File: src/rtl/shout_listen.sv
// shout_listen: locks onto an asynchronous square-wave tone and reports its period.
//
// Ports:
//   clk_in       - sole clock, all logic on the rising edge
//   rst_n        - asynchronous active-low reset
//   shout_in     - asynchronous square-wave tone input
//   locked       - high while the tone is locked
//   period_out   - last accepted period in clk_in cycles (CNT_W bits)
//   period_valid - one-cycle pulse when period_out updates
//   lost         - one-cycle pulse when lock is dropped
module shout_listen #(
    parameter int unsigned CNT_W      = 16,
    parameter int unsigned MIN_PERIOD = 8,
    parameter int unsigned MAX_PERIOD = 1000,
    parameter int unsigned TOL        = 2,
    parameter int unsigned LOCK_COUNT = 4
) (
    input  logic             clk_in,
    input  logic             rst_n,
    input  logic             shout_in,
    output logic             locked,
    output logic [CNT_W-1:0] period_out,
    output logic             period_valid,
    output logic             lost
);

    localparam int unsigned MW = $clog2(LOCK_COUNT + 1);

    localparam logic [CNT_W-1:0] MIN_P   = CNT_W'(MIN_PERIOD);
    localparam logic [CNT_W-1:0] MAX_P   = CNT_W'(MAX_PERIOD);
    localparam logic [CNT_W-1:0] TOL_P   = CNT_W'(TOL);
    localparam logic [CNT_W-1:0] CNT_MAX = '1;
    localparam logic [MW-1:0]    LAST_M  = MW'(LOCK_COUNT - 1);

    typedef enum logic [1:0] {
        IDLE    = 2'd0,
        ACQUIRE = 2'd1,
        LOCKED  = 2'd2
    } state_t;

    state_t state_q, state_d;

    logic sync1_q, sync2_q, sync3_q;
    logic edge_q, edge_d;

    logic [CNT_W-1:0] cnt_q, cnt_d;
    logic [CNT_W-1:0] prev_q, prev_d;
    logic [CNT_W-1:0] period_out_q, period_out_d;
    logic [MW-1:0]    match_cnt_q, match_cnt_d;
    logic [1:0]       miss_cnt_q, miss_cnt_d;
    logic             locked_q, locked_d;
    logic             period_valid_q, period_valid_d;
    logic             lost_q, lost_d;

    logic             in_range;
    logic             near;
    logic             timeout;
    logic [CNT_W-1:0] ref_period;
    logic [CNT_W-1:0] diff;

    // Synchroniser plus a registered rising-edge pulse.
    always_comb begin
        edge_d = sync2_q & ~sync3_q;
    end

    // cnt_q is loaded with 1 on an edge, so at the next edge it equals the period.
    // While locked, a period is judged against the locked period rather than the
    // previous one, so a single outlier does not poison the following comparison.
    always_comb begin
        ref_period = (state_q == LOCKED) ? period_out_q : prev_q;
        diff       = (cnt_q >= ref_period) ? (cnt_q - ref_period) : (ref_period - cnt_q);
        in_range   = (cnt_q >= MIN_P) && (cnt_q <= MAX_P);
        near       = (diff <= TOL_P);
        timeout    = (cnt_q > MAX_P);
    end

    always_comb begin
        state_d        = state_q;
        cnt_d          = (cnt_q == CNT_MAX) ? cnt_q : cnt_q + 1'b1;
        prev_d         = prev_q;
        period_out_d   = period_out_q;
        match_cnt_d    = match_cnt_q;
        miss_cnt_d     = miss_cnt_q;
        locked_d       = locked_q;
        period_valid_d = 1'b0;
        lost_d         = 1'b0;

        if (edge_q) begin
            cnt_d = CNT_W'(1);
        end

        case (state_q)
            IDLE: begin
                locked_d = 1'b0;
                if (edge_q) begin
                    state_d     = ACQUIRE;
                    match_cnt_d = '0;
                    miss_cnt_d  = '0;
                end
            end

            ACQUIRE: begin
                if (edge_q) begin
                    prev_d = cnt_q;
                    if (in_range && ((match_cnt_q == '0) || near)) begin
                        if (match_cnt_q == LAST_M) begin
                            state_d        = LOCKED;
                            locked_d       = 1'b1;
                            period_out_d   = cnt_q;
                            period_valid_d = 1'b1;
                            miss_cnt_d     = '0;
                            match_cnt_d    = '0;
                        end else begin
                            match_cnt_d = match_cnt_q + 1'b1;
                        end
                    end else begin
                        match_cnt_d = '0;
                    end
                end else if (timeout) begin
                    state_d     = IDLE;
                    locked_d    = 1'b0;
                    match_cnt_d = '0;
                end
            end

            LOCKED: begin
                if (edge_q) begin
                    prev_d = cnt_q;
                    if (in_range && near) begin
                        period_out_d   = cnt_q;
                        period_valid_d = 1'b1;
                        miss_cnt_d     = '0;
                    end else if (miss_cnt_q == 2'd1) begin
                        state_d     = ACQUIRE;
                        locked_d    = 1'b0;
                        lost_d      = 1'b1;
                        match_cnt_d = '0;
                        miss_cnt_d  = '0;
                    end else begin
                        miss_cnt_d = miss_cnt_q + 1'b1;
                    end
                end else if (timeout) begin
                    state_d     = IDLE;
                    locked_d    = 1'b0;
                    lost_d      = 1'b1;
                    match_cnt_d = '0;
                    miss_cnt_d  = '0;
                end
            end

            default: begin
                state_d  = IDLE;
                locked_d = 1'b0;
            end
        endcase
    end

    always_ff @(posedge clk_in or negedge rst_n) begin
        if (!rst_n) begin
            sync1_q        <= 1'b0;
            sync2_q        <= 1'b0;
            sync3_q        <= 1'b0;
            edge_q         <= 1'b0;
            state_q        <= IDLE;
            cnt_q          <= '0;
            prev_q         <= '0;
            period_out_q   <= '0;
            match_cnt_q    <= '0;
            miss_cnt_q     <= '0;
            locked_q       <= 1'b0;
            period_valid_q <= 1'b0;
            lost_q         <= 1'b0;
        end else begin
            sync1_q        <= shout_in;
            sync2_q        <= sync1_q;
            sync3_q        <= sync2_q;
            edge_q         <= edge_d;
            state_q        <= state_d;
            cnt_q          <= cnt_d;
            prev_q         <= prev_d;
            period_out_q   <= period_out_d;
            match_cnt_q    <= match_cnt_d;
            miss_cnt_q     <= miss_cnt_d;
            locked_q       <= locked_d;
            period_valid_q <= period_valid_d;
            lost_q         <= lost_d;
        end
    end

    assign locked       = locked_q;
    assign period_out   = period_out_q;
    assign period_valid = period_valid_q;
    assign lost         = lost_q;

endmodule

File: config.mk
export PLATFORM = sky130hd
export DESIGN_NAME = shout_listen
export DESIGN_NICKNAME = d
export VERILOG_FILES = /design/src/rtl/shout_listen.sv
export SDC_FILE = /design/constraint.sdc
export NUM_CORES = 1
export LEC_CHECK = 0
export ABC_AREA = 1
export CAP_MARGIN = 10
export CORE_MARGIN = 2
export CORE_UTILIZATION = 45
export DETAILED_ROUTE_END_ITERATION = 12
export PLACE_DENSITY = 0.66
export SLEW_MARGIN = 40
export SYNTH_ARGS = -nofsm -noshare
export SYNTH_HDL_FRONTEND = slang
export SYNTH_SLANG_ARGS = --single-unit
export TNS_END_PERCENT = 20
File: constraint.sdc
create_clock -name clk_in -period 3.43 [get_ports clk_in]
set_clock_uncertainty 0.05 [all_clocks]
set_input_delay 1.029 -clock clk_in [delete_from_list [all_inputs] [get_ports clk_in]]
set_output_delay 1.029 -clock clk_in [all_outputs]
set_load 0.01 [all_outputs]
==> impl_metrics.py <==
metrics = {
    "sta": {
        "drv_slew": 0,
        "period_needed_ns": 3.45,
        "post-route-period-util_pct": 101,
        "max_freq_mhz": 290,
        "hold_ws_ns": 0.309,
        "finalSetupViolations": 5,
        "setup_ws_ns": -0.0220,
        "rsz0062_at_grt": "yes",
        "tightest_slew_ns": 0.650,
        "hold_viol_final": 0,
        "slew_headroom_pct": 56.7,
    },
    "pwr": {
        "switching_share_pct": 48.4,
        "power_leakage_nw": 3.46,
        "p_comb_share_pct": 67.5,
        "peakVddDrop_mv": 0.569,
        "p_sw_w": 0.00270,
        "p_seq_share_pct": 16.3,
        "p_int_w": 0.00288,
        "power_density_nw_per_um2": 827,
        "p_clk_share_pct": 16.2,
        "finalPower_w": 0.00558,
    },
    "synthesis": {
        "synth_flop_cell": "dfrtp_1",
        "synth.avg_cell_area_um2": 6.56,
        "ys_seq_elements": 62,
        "yosysSeqAreaShare_pct": 30.3,
        "syn_area_um2": 5120,
        "synth_edf_count": 0,
        "synth.distinct_cells": 38,
        "synthArstFlopShare_pct": 100,
        "syn-num-nets": 825,
        "syn_inst": 781,
        "ys_warn_count": 0,
    },
    "hold_path": {
        "worstHoldStart": "sync1_q$_DFF_PN0_",
        "hold_path.class": "flip-flop to flip-flop",
    },
    "worst_setup_path": {
        "cp-startpoint": "state_q[0]$_DFFE_PN0P_",
        "cp_num_buf_inv": 5,
        "worst_ep_arrival_time_ns": 3.61,
        "cpLargestDelayFamily": "simple AND/OR/NAND/NOR gates",
        "reg2reg_from": "state_q[0]$_DFFE_PN0P_",
        "crit_type": "flip-flop to flip-flop",
        "worst-endpoint-required_ns": 3.59,
        "cp-start-kind": "flip-flop",
        "worstPathMaxFanout": 5,
        "slowest_delay_ns": 0.42,
        "path_common_cell": "nand2_4",
        "crit_path_end_kind": "flip-flop",
        "cp_slowest_cell": "fa_2",
    },
    "clocking": {
        "clkTransAtPathRegs_ns": 0.06,
        "cts_root_buf": "clkbuf_16",
        "cts_tree": "built",
        "cts_buffers": 9,
        "cts_sinks": 62,
        "cts.htree.levels": 3,
        "clock_latency_ns": 0.33,
        "cts_buffer_depth": 2,
    },
    "floorplanning": {
        "floorplan.die.width_um": 111,
        "dieArea_um2": 12300,
        "num_io_pins": 22,
        "start_util_pct": 46.6,
        "rows": 38,
        "die_h_um": 111,
        "core-area_um2": 11000,
    },
    "route": {
        "post_drt_via_cell_ratio": 5.20,
        "drc": 0,
        "finalWirelength_um": 14200,
        "drt_iter0_drc": 352,
        "ant_nets": 0,
        "wire_per_inst_um": 14.1,
        "vias": 5243,
        "first_pass_iters": 5,
    },
    "status": {
        "status": "finished with violations",
        "violations": "negative setup slack",
    },
    "global_routing": {
        "antenna_found_initial": 0,
        "grt_use_total_pct": 23.0,
        "grt_pass1_wl_um": 23500,
        "grt_pass1_vias": 5074,
        "grt-ovfl-total": 0,
        "grt_start_max_net_pins": 36,
    },
    "place": {
        "dp_hpwl_um": 10700,
        "io_buffers": 21,
        "globalplace.congestion": 0.968,
        "dp_cells": 976,
        "dp_slack_ns": -0.200,
    },
    "finish": {
        "drive_gt1_share_pct": 23.5,
        "fill_cells": 956,
        "area_growth_pct": 31.8,
        "layout_commonest_cell": "nand2_1",
        "n_antenna_cell": 0,
        "nets": 908,
        "mostFrequentLayoutCells": "nand2_1 (241), inv_1 (125), dfrtp_1 (62), buf_4 (55)",
        "instances_no_fill": 1009,
    },
    "run": {
        "maxCapViolCount": 0,
    },
}
metal layers:
metal	global-route usage [%]	wire length (um)	share of wire [%]
met2	37.4	6880	48
met4	9.92	351	2.5
met5	0	0	0
met3	3.17	554	3.9
met1	30.7	6410	45
cell families after synthesis:
group | Yosys count | synth area share, %
xor+xnor | 1 | 0.171
fa+ha+maj | 41 | 10.3
buf+inv | 150 | 11.5
flops | 62 | 30.3
compound gates | 109 | 12.1
simple gates | 418 | 35.6
Yosys cell counts, types with 3 or more instances:
cell type | instances | area [um^2]
a21oi_1 | 31 | 155
buf_6 | 3 | 33.8
clkbuf_1 | 8 | 30.0
dfrtp_1 | 62 | 1550
ha_1 | 39 | 488
inv_1 | 133 | 499
inv_2 | 3 | 11.3
nand2_1 | 267 | 1000
nand2_2 | 16 | 100
nand2_4 | 5 | 56.3
nand3_1 | 43 | 215
nand3_2 | 3 | 30.0
nand4_1 | 13 | 81.3
nor2_1 | 48 | 180
nor2_4 | 3 | 33.8
nor3_1 | 12 | 60.1
o21ai_0 | 55 | 275
o21ai_2 | 10 | 87.6
power by group through the flow:
stage	clock network [W]	logic (W)	registers [W]
after floorplan	0	0.00228	0.000906
after global placement	0	0.00309	0.000903
after detailed placement	0	0.00314	0.000908
after CTS	0.000921	0.00341	0.000899
after global routing	0.000956	0.00423	0.000920
final	0.000904	0.00377	0.000908
repair_timing:
item	CTS	global route
hold endpoints to repair	0	0
cloned	2	2
pin swaps	22	35
hold buffers	0	0
gates resized for setup	49	76
setup endpoints to repair	26	26
buffers inserted	7	7
sequential cells by signal, indices dropped and copies added, names as in the netlist:
name          flops
lost              1
locked            1
prev_q           16
cnt_q            16
sync1_q           1
sync2_q           1
period_valid      1
period_out       16
edge_q            1
miss_cnt_q        2
state_q           2
sync3_q           1
match_cnt_q       3
through the flow:
step / utilization (%) / TNS [ns] / instance area, um^2
2_1_floorplan: - / 0 / 5130
3_3_place_gp: 52.9 / -2.47 / 5810
4_1_cts: 57.9 / 0 / 6360
5_1_grt: 61.4 / -3.39 / 6750
3_5_place_dp: 52.9 / -3.99 / 5810
6_report: 61.4 / -0.0555 / 6750
cell type report:
class | count | area [um^2] | share of cell area (%)
Sequential cell | 62 | 1550 | 23.0
Tap cell | 140 | 175 | 2.60
Clock inverter | 6 | 71.3 | 1.06
Clock buffer | 10 | 229 | 3.39
Inverter | 137 | 523 | 7.75
Multi-Input combinational cell | 569 | 3400 | 50.4
Timing Repair Buffer | 85 | 797 | 11.8
path summary, 6_finish.rpt:
check	endpoint	cells past startpoint	slack, ns
worst max-delay path	period_out[6]$_DFFE_PN0P_	26	-0.02
worst min-delay path	sync2_q$_DFF_PN0_	0	0.31
worst max register to register	period_out[6]$_DFFE_PN0P_	26	-0.02
worst min register to register	sync2_q$_DFF_PN0_	0	0.31
max in group asynchronous	prev_q[13]$_DFFE_PN0P_	2	2.04
min in group asynchronous	sync3_q$_DFF_PN0_	1	0.68
Note: power is estimated with default switching activity, not from simulation.
